[src/rtl/hs4_pkg.sv]
// Shared constants and state encoding for the 4-phase requester.
`timescale 1ns/1ps
package hs4_pkg;

  localparam int DEF_DATA_W      = 8;
  localparam int DEF_SYNC_STAGES = 2;
  localparam int DEF_TIMEOUT_CYC = 255;

  typedef enum logic [2:0] {
    ST_IDLE = 3'd0,
    ST_REQ  = 3'd1,
    ST_REL  = 3'd2,
    ST_DONE = 3'd3,
    ST_ERR  = 3'd4
  } hs4_state_e;

  // Width of a counter that must be able to hold the value max_val.
  function automatic int cnt_width(input int unsigned max_val);
    return (max_val < 2) ? 1 : $clog2(max_val + 1);
  endfunction

endpackage

[src/rtl/hs_sync2.sv]
// Multi-flop synchronizer for a single asynchronous level; depth set by STAGES.
`timescale 1ns/1ps
module hs_sync2 #(
  parameter int STAGES = 2
) (
  input  logic clk,
  input  logic rst_n,
  input  logic d,
  output logic q
);

  logic [STAGES-1:0] sync_reg;

  always_ff @(posedge clk or negedge rst_n) begin
    if (!rst_n) begin
      sync_reg <= '0;
    end else begin
      sync_reg <= {sync_reg[STAGES-2:0], d};
    end
  end

  assign q = sync_reg[STAGES-1];

endmodule

[src/rtl/hs4_requester.sv]
// Synchronous-side requester of a 4-phase bundled-data handshake.
// Optional per-phase timeout with sticky err is enabled by defining HS4_TIMEOUT_EN.
`timescale 1ns/1ps
module hs4_requester
  import hs4_pkg::*;
#(
  parameter int DATA_W      = DEF_DATA_W,
  parameter int SYNC_STAGES = DEF_SYNC_STAGES,
  parameter int TIMEOUT_CYC = DEF_TIMEOUT_CYC
) (
  input  logic              clk,
  input  logic              rst_n,
  input  logic              start,
  input  logic [DATA_W-1:0] data_in,
  output logic              rdy,
  output logic              req_out,
  output logic [DATA_W-1:0] data_out,
  input  logic              ack_in,
  output logic              done,
  output logic              err,
  input  logic              err_clr
);

  hs4_state_e        state_reg, state_next;
  logic              req_reg, req_next;
  logic              done_reg, done_next;
  logic [DATA_W-1:0] data_reg, data_next;
  logic [SYNC_STAGES-1:0] settle_reg;
  logic              ack_s;
  logic              timeout;

  hs_sync2 #(
    .STAGES (SYNC_STAGES)
  ) u_ack_sync (
    .clk   (clk),
    .rst_n (rst_n),
    .d     (ack_in),
    .q     (ack_s)
  );

  // Right after reset the synchronizer still holds zeros rather than the real
  // ack level; hold rdy low until every stage has sampled ack_in once.
  always_ff @(posedge clk or negedge rst_n) begin
    if (!rst_n) begin
      settle_reg <= '0;
    end else begin
      settle_reg <= {settle_reg[SYNC_STAGES-2:0], 1'b1};
    end
  end

  assign rdy = (state_reg == ST_IDLE) && !ack_s && settle_reg[SYNC_STAGES-1];

`ifdef HS4_TIMEOUT_EN
  localparam int CNT_W = cnt_width(TIMEOUT_CYC);

  logic [CNT_W-1:0] cnt_reg, cnt_next;
  logic             err_reg;

  // Counter restarts on every phase change, so it measures the current phase only.
  always_comb begin
    cnt_next = '0;
    if (((state_reg == ST_REQ) || (state_reg == ST_REL)) && (state_next == state_reg)) begin
      cnt_next = cnt_reg + 1'b1;
    end
  end

  assign timeout = (cnt_reg == CNT_W'(TIMEOUT_CYC - 1));

  always_ff @(posedge clk or negedge rst_n) begin
    if (!rst_n) begin
      cnt_reg <= '0;
      err_reg <= 1'b0;
    end else begin
      cnt_reg <= cnt_next;
      err_reg <= (state_next == ST_ERR);
    end
  end

  assign err = err_reg;
`else
  assign timeout = 1'b0;
  assign err     = 1'b0;
`endif

  always_ff @(posedge clk or negedge rst_n) begin
    if (!rst_n) begin
      state_reg <= ST_IDLE;
      req_reg   <= 1'b0;
      done_reg  <= 1'b0;
      data_reg  <= '0;
    end else begin
      state_reg <= state_next;
      req_reg   <= req_next;
      done_reg  <= done_next;
      data_reg  <= data_next;
    end
  end

  // An ack edge always wins over a coincident timeout.
  always_comb begin
    state_next = state_reg;
    req_next   = req_reg;
    done_next  = 1'b0;
    data_next  = data_reg;
    case (state_reg)
      ST_IDLE: begin
        if (start && rdy) begin
          state_next = ST_REQ;
          req_next   = 1'b1;
          data_next  = data_in;
        end
      end
      ST_REQ: begin
        if (ack_s) begin
          state_next = ST_REL;
          req_next   = 1'b0;
        end else if (timeout) begin
          state_next = ST_ERR;
          req_next   = 1'b0;
        end
      end
      ST_REL: begin
        if (!ack_s) begin
          state_next = ST_DONE;
          done_next  = 1'b1;
        end else if (timeout) begin
          state_next = ST_ERR;
        end
      end
      ST_DONE: begin
        state_next = ST_IDLE;
      end
      ST_ERR: begin
        if (err_clr) begin
          state_next = ST_IDLE;
        end
      end
      default: begin
        state_next = ST_IDLE;
        req_next   = 1'b0;
      end
    endcase
  end

  assign req_out  = req_reg;
  assign done     = done_reg;
  assign data_out = data_reg;

endmodule

[config.mk]
export PLATFORM = sky130hd
export DESIGN_NAME = hs4_requester
export DESIGN_NICKNAME = d
export VERILOG_FILES = /design/src/rtl/hs4_pkg.sv /design/src/rtl/hs_sync2.sv /design/src/rtl/hs4_requester.sv
export SDC_FILE = /design/constraint.sdc
export NUM_CORES = 1
export LEC_CHECK = 0
export CAP_MARGIN = 15
export CELL_PAD_IN_SITES_DETAIL_PLACEMENT = 1
export CELL_PAD_IN_SITES_GLOBAL_PLACEMENT = 2
export CORE_ASPECT_RATIO = 0.7
export CORE_MARGIN = 10
export CORE_UTILIZATION = 28
export DETAILED_ROUTE_END_ITERATION = 10
export PLACE_DENSITY = 0.75
export SETUP_SLACK_MARGIN = 0.5
export SLEW_MARGIN = 25
export SYNTH_ARGS = -nofsm -noshare
export SYNTH_HDL_FRONTEND = slang
export SYNTH_SLANG_ARGS = --single-unit
export TNS_END_PERCENT = 100
[constraint.sdc]
create_clock -name clk -period 1.92 [get_ports clk]
set_input_delay 0.192 -clock clk [delete_from_list [all_inputs] [get_ports clk]]
set_output_delay 0.192 -clock clk [all_outputs]
set_load 0.02 [all_outputs]
# After elaboration in Yosys (flattened, before gate mapping)
# Cells that the tools add are included.
# word_totals
output_inout_bits	12
ff_bits	17
# classes
n_bitwise	1
mux	10
n_reduce_logical	9
n_eq_ne	8
# ops
operator	count
3-bit 2-to-1 mux	4
3-bit case mux with 4 select lines	1
3-bit by 2-bit equality test with 1-bit output, second input constant	2
1-bit 2-to-1 mux	4
2-bit by 1-bit != test with 1-bit output, second input constant	2
2-bit != test, second input constant	2
4-bit AND reduction	1
3-bit by 1-bit equality test with 1-bit output, second input constant	1
3-bit equality test, second input constant	1
1-bit logical AND	3
3-bit zero test	1
1-bit case mux with 3 select lines	1
3-bit AND reduction	1
3-bit OR reduction	1
2-bit AND reduction	1
1-bit zero test	1
1-bit inverter	1

# Logic depth before layout (Yosys ltp)
# depth
ltp_word	6
depth_mapped	5
ltp_nobuf	5

# By module
# Synthesis repeated with hierarchy kept, for this count alone.
# unflattened
hier_cells	48
area_unflattened_um2	714.4
# modules_own_cells
mod	seq_area_each_um2	area_per_inst_um2	cells_each	n_inst
hs4_requester	350.3	664.4	46	1
hs_sync2	50.0	50.0	2	1

# Worst setup path after synthesis
# Ideal clock, no wire load.
# synth_timing
path_kind	flip-flop to flip-flop
start	reg state_reg[1]
end	reg state_reg[1]
period_less_slack_ps	1540
setup_time_ps	125
slack_ps	380
t_arrival_ps	1415
required_ps	1795
path_stages_with_launch	6
cell_sequence	dfrtp_1 -> inv_1 -> ha_1 -> or2_2 -> o2bb2ai_1 -> mux2_2
# synth_via
elab_chain_len	6
word_cells_on_any_way	13
classes_between	7 x eq/ne; 1 x mux; 5 x reduce/logical
# synth_lines
item	line	text
from (decl)	hs4_requester.sv:24	hs4_state_e state_reg, state_next;
from (signal assigned)	hs4_requester.sv:92	state_reg <= state_next;
3-bit zero test	hs4_requester.sv:51, hs4_requester.sv:105	
1-bit logical AND (2 in a row)	hs4_requester.sv:51	assign rdy = (state_reg == ST_IDLE) && !ack_s && settle_reg[SYNC_STAGES-1];
1-bit logical AND	hs4_requester.sv:107	if (start && rdy) begin
2-bit by 1-bit != test with 1-bit output (no line)	-	
4-bit AND reduction (no line)	-	
# Several ways; a longest one is shown, not always the timed one.
# A chain may end at the register's enable or synchronous reset.

# Worst setup path after layout
# layout_timing
start	reg state_reg[0]
end	reg state_reg[1]
# Same word-level chain as after synthesis.

==> metrics.txt <==
buffer type at the clock tree root sky130_fd_sc_hd__clkbuf_4; outcome complete, no violations; Area Overhead vs Synth 58.7%; core box area 2440 um2; H-tree levels 1; buffers from clock root to sink, at most 2; slowest cell on the critical path sky130_fd_sc_hd__dfrtp_1; endpoint arrival time on the critical path 1.64 ns; highest cell delay on the worst timing path 0.39 ns; DIE WIDTH 80.4 um; Max Cap Violations 0; DRT iter0 DRCs 12; Met2 Wirelength 844 um; clock latency on the worst-skew pair 0.28 ns; antenna-violating nets left 0; number of failing hold endpoints at the final stage 0; worst-case register-to-register setup slack 0.45 ns; total of flip-flops plus latches after synthesis 16; leakage dissipation 0.520 nW; number of distinct library cell variants in the gate-level netlist after synthesis 18; worst clock skew 0.00663 ns; combined buffer and inverter count along the critical path 2; pin count of the biggest net entering global routing 17; Die Height 62.3 um; pwr dens 1430 nW/um2; Power, Total 0.00162 W; Ant. Diodes 0; Metal-1 WL 698 um; number of pins exceeding their max-slew limit in the final report 0; fraction of final layout cells sized beyond drive strength 1 43.8%; combined global-route utilization of all metal layers 7.61%; flip-flop count of the largest register after layout 8; top metal layer carrying routed signals met4; setup_tns 0 ns; FP Rows 15; required time at the worst-slack endpoint 2.09 ns; total of fill cells in the finished design 256; Post-Syn Area per Cell 14.9 um2; Peak supply drop 0.000561 V; weighted congestion at the end of routability-driven global placement 0.750; number of hold-repair buffers added at the cts stage 0; kind of path behind the tightest hold check primary input to async pin; overall die area 5000 um2; initial antenna violation count 0; kind of critical path flop to flop; total global routing overflow 0; TritonCTS sink count 16; number of input and output port buffers inserted 22; Starting Density 29.3%; CTS Buf Count 3; share of the yosys chip area belonging to registers 56.0%; post-detailed-route wirelength per cell 14.5 um; sort of element at the start of the critical path flop; number of remaining DRC errors 0; first-pass GRT wire length 3.02 mm; maximum clock frequency 0.681 GHz; clock slew seen by the registers of the worst setup and hold paths 0.09 ns; TritonCTS clock tree yes; syn_nets 65; total length of routed met3 wires 104 um; unrepaired setup endpoints after global routing true; Yosys Warn Count 0; via count of the routed design 493; share of the clock period used by the worst path 76.5%; post-DR vias/cell 4.32; critical path peak fanout 5; Gate Count Post-Synth 48; mapped cell area 714 um2; critical path capture point type flop; IO Pins 25; kind of cell adding the most delay to the critical path flip-flops; via count of the first global-routing pass 565; ordered list of cells on the worst path inv_2 > ha_4 > buf_4 > nor2_4 > o2bb2ai_4 > mux2_4; number of detailed-route iterations in the first pass 2; number of nets in the layout 98; post-layout minimum cycle time 1.47 ns; setup violation total in the final timing report 0; final WL 1.65 mm
[final timing paths]
path                                        start                     end  cells past startpoint
setup / recovery                     state_reg[0]            state_reg[1]                      6
setup reg to reg                     state_reg[0]            state_reg[1]                      6
hold / removal                              rst_n            state_reg[0]                      2
max in group asynchronous                   rst_n  u_ack_sync.sync_reg[1]                      2
min in group clk                           ack_in  u_ack_sync.sync_reg[0]                      1
hold reg to reg            u_ack_sync.sync_reg[0]  u_ack_sync.sync_reg[1]                      0
[power by group]
group,total (W),internal [W],switching (W)
combinational,0.000883,0.000451,0.000432
clock,0.000215,0.000115,0.000100
sequential,0.000518,0.000458,0.0000600
total,0.00162,0.00102,0.000592
[layout by cell type (no fill, tap or decap)]
cell type / count
sky130_fd_sc_hd__a2111oi_1: 1
sky130_fd_sc_hd__a2111oi_4: 1
sky130_fd_sc_hd__a21boi_2: 1
sky130_fd_sc_hd__and3_2: 1
sky130_fd_sc_hd__buf_12: 1
sky130_fd_sc_hd__buf_4: 5
sky130_fd_sc_hd__buf_6: 2
sky130_fd_sc_hd__clkbuf_4: 3
sky130_fd_sc_hd__clkbuf_8: 1
sky130_fd_sc_hd__clkdlybuf4s50_1: 11
sky130_fd_sc_hd__conb_1: 2
sky130_fd_sc_hd__dfrtp_1: 15
sky130_fd_sc_hd__dfrtp_2: 1
sky130_fd_sc_hd__dlygate4sd2_1: 10
sky130_fd_sc_hd__ha_1: 1
sky130_fd_sc_hd__ha_2: 1
sky130_fd_sc_hd__ha_4: 2
sky130_fd_sc_hd__inv_1: 1
sky130_fd_sc_hd__inv_2: 2
sky130_fd_sc_hd__mux2_2: 8
sky130_fd_sc_hd__mux2_4: 1
sky130_fd_sc_hd__nand4b_4: 1
sky130_fd_sc_hd__nor2_1: 1
sky130_fd_sc_hd__nor2_4: 1
sky130_fd_sc_hd__nor2b_1: 1
sky130_fd_sc_hd__o21ba_1: 1
sky130_fd_sc_hd__o2bb2ai_4: 1
sky130_fd_sc_hd__o32a_1: 1
sky130_fd_sc_hd__o32ai_2: 1
sky130_fd_sc_hd__or2_4: 1
[cell usage after synthesis]
master | instances | area share [%]
sky130_fd_sc_hd__a2111oi_0 | 1 | 1.2
sky130_fd_sc_hd__nor2_1 | 2 | 1.1
sky130_fd_sc_hd__inv_1 | 3 | 1.6
sky130_fd_sc_hd__nand4b_4 | 1 | 3.3
sky130_fd_sc_hd__dfrtp_1 | 16 | 56
sky130_fd_sc_hd__o32a_1 | 1 | 1.4
sky130_fd_sc_hd__a2111oi_4 | 1 | 3.9
sky130_fd_sc_hd__buf_4 | 1 | 1.1
sky130_fd_sc_hd__and3_2 | 1 | 1.1
sky130_fd_sc_hd__o21ba_1 | 1 | 1.4
sky130_fd_sc_hd__a21boi_2 | 1 | 1.6
sky130_fd_sc_hd__ha_1 | 4 | 7.0
sky130_fd_sc_hd__o32ai_1 | 1 | 1.2
sky130_fd_sc_hd__mux2_2 | 9 | 14
sky130_fd_sc_hd__nor2b_1 | 1 | 0.88
sky130_fd_sc_hd__or2_2 | 1 | 0.88
sky130_fd_sc_hd__conb_1 | 2 | 1.1
sky130_fd_sc_hd__o2bb2ai_1 | 1 | 1.2
[cell type report]
cell class	count	area, um2	area share [%]
tap	34	42.5	3.75
multi-input combinational	28	364	32.1
inverter	3	11.3	0.993
clock buffer	4	36.3	3.20
timing repair buffer	29	278	24.5
sequential	16	402	35.4
[what timing repair did]
item	in CTS	in global routing
endpoints found under the setup margin	17	12
setup buffers	5	1
gates cloned	0	0
gates resized for setup	22	1
pin swaps	4	3
[cell families after synthesis]
logic type               after synthesis  share of synthesized area [%]
multiplexers                           9                           14.2
AO/OA/AOI/OAI                          7                           11.9
AND/OR/NAND/NOR                        6                           7.18
adder cells (fa/ha/maj)                4                           7.01
buffers and inverters                  4                           2.63
other                                  2                           1.05
flip-flops                            16                           56.0
[layer usage]
layer	GRT usage, %	vias to the layer above
li1	-	230
met1	8.96	249
met2	12.1	12
met3	3.45	2
met4	1.97	0
met5	0	-
[per-stage QoR]
stage,setup slack (ns),hold WS (ns),cells,instance area (um2),util (%)
3_5_place_dp,0.251,0.338,104,1020,41.6
6_report,0.451,0.256,114,1130,46.5
4_1_cts,0.431,0.248,113,1120,46.0
3_3_place_gp,0.266,0.333,104,1020,41.6
2_1_floorplan,0.497,-0.104,48,753,-
5_1_grt,0.383,0.247,114,1130,46.5
(Power assumes the default switching activity.)
